--- src/rtl/image_mode_pkg.sv ---
// Purpose: shared mode codes, scheduler state encoding and default sizes for image_mode_sched.
// Latency: n/a (declarations only).
// Backpressure: n/a.
package image_mode_pkg;

  localparam int MODE_W            = 8;
  localparam int DEFAULT_NUM_MODES = 8;
  localparam int DEFAULT_CNT_W     = 8;

  // Processing-stage codes carried on image_mode_o.
  localparam logic [MODE_W-1:0] MODE_BYPASS      = 8'd0;
  localparam logic [MODE_W-1:0] MODE_GRAY        = 8'd1;
  localparam logic [MODE_W-1:0] MODE_BLUR        = 8'd2;
  localparam logic [MODE_W-1:0] MODE_SHARPEN     = 8'd3;
  localparam logic [MODE_W-1:0] MODE_WHITE_BLACK = 8'd4;
  localparam logic [MODE_W-1:0] MODE_EDGE        = 8'd5;
  localparam logic [MODE_W-1:0] MODE_INVERT      = 8'd6;
  localparam logic [MODE_W-1:0] MODE_HIST_EQ     = 8'd7;

  typedef enum logic [1:0] {
    ST_IDLE    = 2'd0,
    ST_AUTO    = 2'd1,
    ST_PENDING = 2'd2
  } state_e;

endpackage

--- src/rtl/image_mode_sched_mode_next_pick.sv ---
// Purpose: pick the next auto-cycle mode: first set mask bit after cur_mode_i, wrapping.
// Latency: combinational.
// Backpressure: none.
// Ports: cur_mode_i (current code), mask_i (mode set), next_mode_o, found_o (mask non-empty).
// Only elaborated when IMAGE_MODE_SCHED_AUTO_EN is defined, the sole build that instantiates it.
`ifdef IMAGE_MODE_SCHED_AUTO_EN
module mode_next_pick
  import image_mode_pkg::*;
#(
  parameter int NUM_MODES = DEFAULT_NUM_MODES
) (
  input  logic [MODE_W-1:0]    cur_mode_i,
  input  logic [NUM_MODES-1:0] mask_i,
  output logic [MODE_W-1:0]    next_mode_o,
  output logic                 found_o
);

  int dist;
  int best;

  // Forward distance from the current mode, 1..NUM_MODES; the current mode itself
  // counts as a full wrap so a single-bit mask re-selects the same code.
  always_comb begin
    dist        = 0;
    best        = NUM_MODES + 1;
    next_mode_o = cur_mode_i;
    found_o     = 1'b0;
    for (int i = 0; i < NUM_MODES; i++) begin
      dist = i - int'(cur_mode_i);
      if (dist <= 0) dist = dist + NUM_MODES;
      if (mask_i[i] && (dist < best)) begin
        best        = dist;
        next_mode_o = MODE_W'(i);
        found_o     = 1'b1;
      end
    end
  end

endmodule
`endif

--- src/rtl/image_mode_sched.sv ---
// Purpose: frame-synchronous scheduler for image_mode; applies host requests or auto-cycle steps at vs falling edges.
// Latency: image_mode_o/mode_change_o update on the clock that samples the vs fall; req_ready_o one clock after transfer/apply.
// Backpressure: req_ready_o low while a request is held, until the next vs fall applies it.
// Ports: clock, reset_n (async, active-low), vs_i, req_valid_i/req_mode_i/req_ready_o (host request),
//        auto_en_i/auto_mask_i/hold_frames_i (auto cycle), image_mode_o, mode_change_o, frame_cnt_o.
// Build option: IMAGE_MODE_SCHED_AUTO_EN compiles in the AUTO state; without it the auto inputs are ignored.
module image_mode_sched
  import image_mode_pkg::*;
#(
  parameter int NUM_MODES = DEFAULT_NUM_MODES,
  parameter int CNT_W     = DEFAULT_CNT_W
) (
  input  logic                 clock,
  input  logic                 reset_n,
  input  logic                 vs_i,
  input  logic                 req_valid_i,
  input  logic [MODE_W-1:0]    req_mode_i,
  output logic                 req_ready_o,
  input  logic                 auto_en_i,
  input  logic [NUM_MODES-1:0] auto_mask_i,
  input  logic [CNT_W-1:0]     hold_frames_i,
  output logic [MODE_W-1:0]    image_mode_o,
  output logic                 mode_change_o,
  output logic [CNT_W-1:0]     frame_cnt_o
);

  localparam logic [MODE_W-1:0] MODE_LIMIT = MODE_W'(NUM_MODES);

  state_e              state_q, state_d;
  logic                vs_d_q;
  logic [MODE_W-1:0]   pending_q, pending_d;
  logic [MODE_W-1:0]   image_mode_q, image_mode_d;
  logic                mode_change_q, mode_change_d;
  logic [CNT_W-1:0]    frame_cnt_q, frame_cnt_d;
  logic                req_ready_q, req_ready_d;

  logic                fall;
  logic                transfer;
  logic                auto_on;
  logic                auto_go;
  logic [MODE_W-1:0]   next_mode;

  assign fall     = vs_d_q & ~vs_i;
  assign transfer = req_valid_i & req_ready_q;

`ifdef IMAGE_MODE_SCHED_AUTO_EN
  logic             next_found;
  logic [CNT_W:0]   hold_eff;
  logic [CNT_W:0]   cnt_inc;

  mode_next_pick #(.NUM_MODES(NUM_MODES)) u_pick (
    .cur_mode_i  (image_mode_q),
    .mask_i      (auto_mask_i),
    .next_mode_o (next_mode),
    .found_o     (next_found)
  );

  // One extra bit so a saturated counter still compares correctly against hold.
  assign hold_eff = (hold_frames_i == '0) ? (CNT_W+1)'(1) : {1'b0, hold_frames_i};
  assign cnt_inc  = {1'b0, frame_cnt_q} + (CNT_W+1)'(1);
  assign auto_on  = auto_en_i;
  // A request accepted on this same fall takes priority: no auto step.
  assign auto_go  = (state_q == ST_AUTO) && auto_en_i && fall && !transfer &&
                    (cnt_inc >= hold_eff) && next_found;
`else
  logic unused_auto;
  assign unused_auto = ^{auto_en_i, auto_mask_i, hold_frames_i};
  assign next_mode   = image_mode_q;
  assign auto_on     = 1'b0;
  assign auto_go     = 1'b0;
`endif

  // State register.
  always_ff @(posedge clock or negedge reset_n) begin
    if (!reset_n) state_q <= ST_IDLE;
    else          state_q <= state_d;
  end

  // Next-state logic.
  always_comb begin
    state_d = state_q;
    unique case (state_q)
      ST_IDLE:    if (transfer) state_d = ST_PENDING;
                  else if (auto_on) state_d = ST_AUTO;
      ST_AUTO:    if (transfer) state_d = ST_PENDING;
                  else if (!auto_on) state_d = ST_IDLE;
      // A request landing on a fall moved us here after that fall, so this fall is the next one.
      ST_PENDING: if (fall) state_d = auto_on ? ST_AUTO : ST_IDLE;
      default:    state_d = ST_IDLE;
    endcase
  end

  // Output / datapath logic.
  always_comb begin
    pending_d     = pending_q;
    image_mode_d  = image_mode_q;
    mode_change_d = 1'b0;
    frame_cnt_d   = frame_cnt_q;

    if (transfer) pending_d = (req_mode_i >= MODE_LIMIT) ? MODE_BYPASS : req_mode_i;

    if (state_q == ST_PENDING) begin
      if (fall) begin
        image_mode_d  = pending_q;
        mode_change_d = (pending_q != image_mode_q);
        frame_cnt_d   = '0;
      end
    end else if (fall) begin
      if (auto_go) begin
        image_mode_d  = next_mode;
        mode_change_d = (next_mode != image_mode_q);
        frame_cnt_d   = '0;
      end else if (frame_cnt_q != '1) begin
        frame_cnt_d   = frame_cnt_q + CNT_W'(1);
      end
    end

    req_ready_d = (state_d != ST_PENDING);
  end

  always_ff @(posedge clock or negedge reset_n) begin
    if (!reset_n) begin
      vs_d_q        <= 1'b0;
      pending_q     <= MODE_BYPASS;
      image_mode_q  <= MODE_BYPASS;
      mode_change_q <= 1'b0;
      frame_cnt_q   <= '0;
      req_ready_q   <= 1'b1;
    end else begin
      vs_d_q        <= vs_i;
      pending_q     <= pending_d;
      image_mode_q  <= image_mode_d;
      mode_change_q <= mode_change_d;
      frame_cnt_q   <= frame_cnt_d;
      req_ready_q   <= req_ready_d;
    end
  end

  assign req_ready_o   = req_ready_q;
  assign image_mode_o  = image_mode_q;
  assign mode_change_o = mode_change_q;
  assign frame_cnt_o   = frame_cnt_q;

endmodule

--- config.mk ---
export PLATFORM = sky130hd
export DESIGN_NAME = image_mode_sched
export DESIGN_NICKNAME = d
export VERILOG_FILES = /design/src/rtl/image_mode_pkg.sv /design/src/rtl/image_mode_sched_mode_next_pick.sv /design/src/rtl/image_mode_sched.sv
export SDC_FILE = /design/constraint.sdc
export NUM_CORES = 1
export LEC_CHECK = 0
export ABC_CLOCK_PERIOD_IN_PS = 2000
export BUFFER_PORTS_ARGS = -buffer_cell sky130_fd_sc_hd__buf_2
export CAP_MARGIN = 20
export CORE_UTILIZATION = 48
export DETAILED_ROUTE_END_ITERATION = 12
export PLACE_DENSITY = 0.83
export SLEW_MARGIN = 0
export SYNTH_ARGS = -nofsm -noshare
export SYNTH_HDL_FRONTEND = slang
export SYNTH_SLANG_ARGS = --single-unit
--- constraint.sdc ---
create_clock -name clock -period 2 [get_ports clock]
set_clock_uncertainty 0.15 [all_clocks]
set_input_delay 0.1 -clock clock [delete_from_list [all_inputs] [get_ports clock]]
set_output_delay 0.1 -clock clock [all_outputs]
set_load 0.02 [all_outputs]
==> run metrics <==
status=finished clean; drt drc=0; vias in the first global route=926; die area=2890 um2; worst hold start=req_valid_i; clk slew on worst S/H paths=90 ps; gp weighted congestion=0.878; Worst Hold Class=primary input to flip-flop; register-to-register setup slack=160 ps; Avg WL per Cell=13.2 um; Yosys cell types=36; H-tree levels=2; Fillers=205; Post-synth EDFFs=0; Hold Path Cell Cnt=3; cells along the critical path=nand2_2 > nor3_2 > a22o_1 > dlygate4sd3_1; Slew Limit Fails=0; WHS Endpoint=pending_q[6]; Overflow after GRT=0; syn_area_per_cell=10.7 um2; Max Fanout on Critical Path=10; mapped cell area=1280 um2; Final ANT Viol Nets=0; largest net degree at the start of global routing=30; Sw Ratio=31.5%; period utilization=92.0%; core area=2500 um2; commonest non-fill, non-tap cells in the layout=buf_2, nand2_1, dfrtp_1; Most used DFF post-synth=dfrtp_1; crit-path max cell delay=550 ps; CTS root buf=clkbuf_4; CTS tree=yes; buffers and inverters on the worst path=1; Max Freq=0.544 GHz; Routed WL=2560 um; worst IR drop on VDD=0.698 mV; port bufs=29; power share of the sequential group=55.1%; via count=1014; final non-filler cell total=194; layout cells sized above 1=27.4%; Gate power share=18.2%; global-route wire length before repair=3980 um; reg2reg start=req_ready_o; post-DP HPWL=1760 um; Final Hold Viols=0; Mapped Nets=150; FF-to-FF End=pending_q[1]; final core occ=63.9%; Pre-antenna DRT Iters=5; die span in y=53.7 um; worst skew pair latency=320 ps; RSZ-0062 raised after global routing=false; worst slew pin tran=626 ps; Int Power=0.856 mW; Post-CTS Setup Repair Bufs=0; layout net count=193; Num CTS Buffers=5; FP Rows=18; # diodes=0; Static Leak=0.918 nW; Seq/Total Area, Yosys=56.6%; CP Capture Type=flip-flop; area grow syn2layout=24.5%; power per cell area=782 nW/um2; setup_tns=0 ps; Setup Viol. Count Final=0; Setup crit start kind=flip-flop; worst hold slack=43.4 ps; final worst path period need=1840 ps; clock power share=26.7%; Ports=47; gr usage total=20.4%; asr flop ratio synth=100%; YS warnings=0; Max Cap Viol=0; NetSw=0.394 mW; initial antenna violation count=0; Initial Util=51.4%; final worst slack=160 ps; delay-heaviest family, CP=flip-flops; placed insts=178; CTS sink cnt=29; vias per inst=5.23; clk buf depth=2; crit path kind=flip-flop to flip-flop; worst relative slew slack=58.2%; Critical Path AT=1950 ps; worst r2r path cells=4; slowest stage cell on the critical path=dfstp_2; FF+latch count, synth=29; most common cell after layout, fill and taps aside=buf_2; initial drt markers=15; Post-Synthesis Cells=120; die width=53.7 um; CP required=2110 ps; Place WS=279 ps
==> area by class of cell <==
class                           count  area (um2)  share of cell area, %
Multi-Input combinational cell     87         542                   33.9
Clock buffer                        6        41.3                   2.58
Tap cell                           30        37.5                   2.35
Inverter                            2        7.51                  0.470
Timing Repair Buffer               38         233                   14.6
Clock inverter                      2        10.0                  0.626
Sequential cell                    29         727                   45.5
==> state kept, by name, indices dropped and copies added (netlist names) <==
signal and cells:
image_mode_o 8, req_ready_o 1, pending_q 8, state_q 2, frame_cnt_o 8, vs_d_q 1
mode_change_o 1
==> how the worst max path moves through the flow <==
stage | startpoint | to | slack, ps | depth (start not counted)
2_1_floorplan | frame_cnt_o[0] | frame_cnt_o[2] | 340 | 5
3_3_place_gp | frame_cnt_o[0] | frame_cnt_o[2] | 390 | 5
3_5_place_dp | frame_cnt_o[0] | frame_cnt_o[2] | 280 | 5
4_1_cts | req_ready_o | pending_q[1] | 50 | 4
5_1_grt | req_ready_o | pending_q[0] | 90 | 4
6_report | req_ready_o | pending_q[1] | 160 | 4
==> layer usage <==
layer | GRT usage [%] | share of wire, %
met1 | 24.5 | 44
met2 | 31.3 | 49
met3 | 9.04 | 5.1
met4 | 9.21 | 1.8
met5 | 0 | 0
==> synthesized netlist by cell type (all sizes together) (2+ instances only) <==
cell type  instances  area [um2]
a22o               3        26.3
buf                2        10.0
nor3               2        15.0
and3               2        13.8
inv                2        7.51
nand2             29         109
a21o               3        22.5
xor2               8        70.1
dfrtp             28         701
and2               6        37.5
nand3              2        15.0
a21oi              5        25.0
nand2b             3        18.8
nor4               2        12.5
o31ai              2        20.0
o21ai              3        15.0
nor2b              2        12.5
nand4              3        25.0
==> cell families (layout without fill, tap and decap cells) <==
logic type / Yosys count / count (layout) / synth area share [%]
AO/OA/AOI/OAI: 22 / 22 / 12.7
XOR/XNOR: 8 / 8 / 5.46
adder cells (fa/ha/maj): 1 / 1 / 0.975
buffers and inverters: 4 / 48 / 1.36
flip-flops: 29 / 29 / 56.6
multiplexers: 1 / 1 / 0.780
other: 1 / 1 / 0.292
AND/OR/NAND/NOR: 54 / 54 / 21.8
==> through the flow <==
stage	cell area, um2	total power, mW
final	1600	1.25
after detailed placement	1460	0.916
after global placement	1460	0.903
after floorplan	1280	0.827
after CTS	1600	1.26
after global routing	1600	1.32
==> worst min-delay path: cells and delay by family <==
kind	cells	cell delay, ps
buf+inv	1	80
simple gates	2	310
==> power groups by stage <==
stage | Combinational [mW] | Clock [mW] | Sequential, mW
6_report | 0.228 | 0.333 | 0.688
3_5_place_dp | 0.219 | 0 | 0.697
2_1_floorplan | 0.0949 | 0 | 0.732
3_3_place_gp | 0.211 | 0 | 0.692
5_1_grt | 0.250 | 0.373 | 0.695
4_1_cts | 0.229 | 0.342 | 0.687
==> what timing repair did <==
action,in CTS,in global routing
endpoints found under the hold margin,32,0
endpoints found under the setup margin,0,2
hold buffers,8,0
resized for setup,0,1
Note: power is estimated with default switching activity, not from simulation.
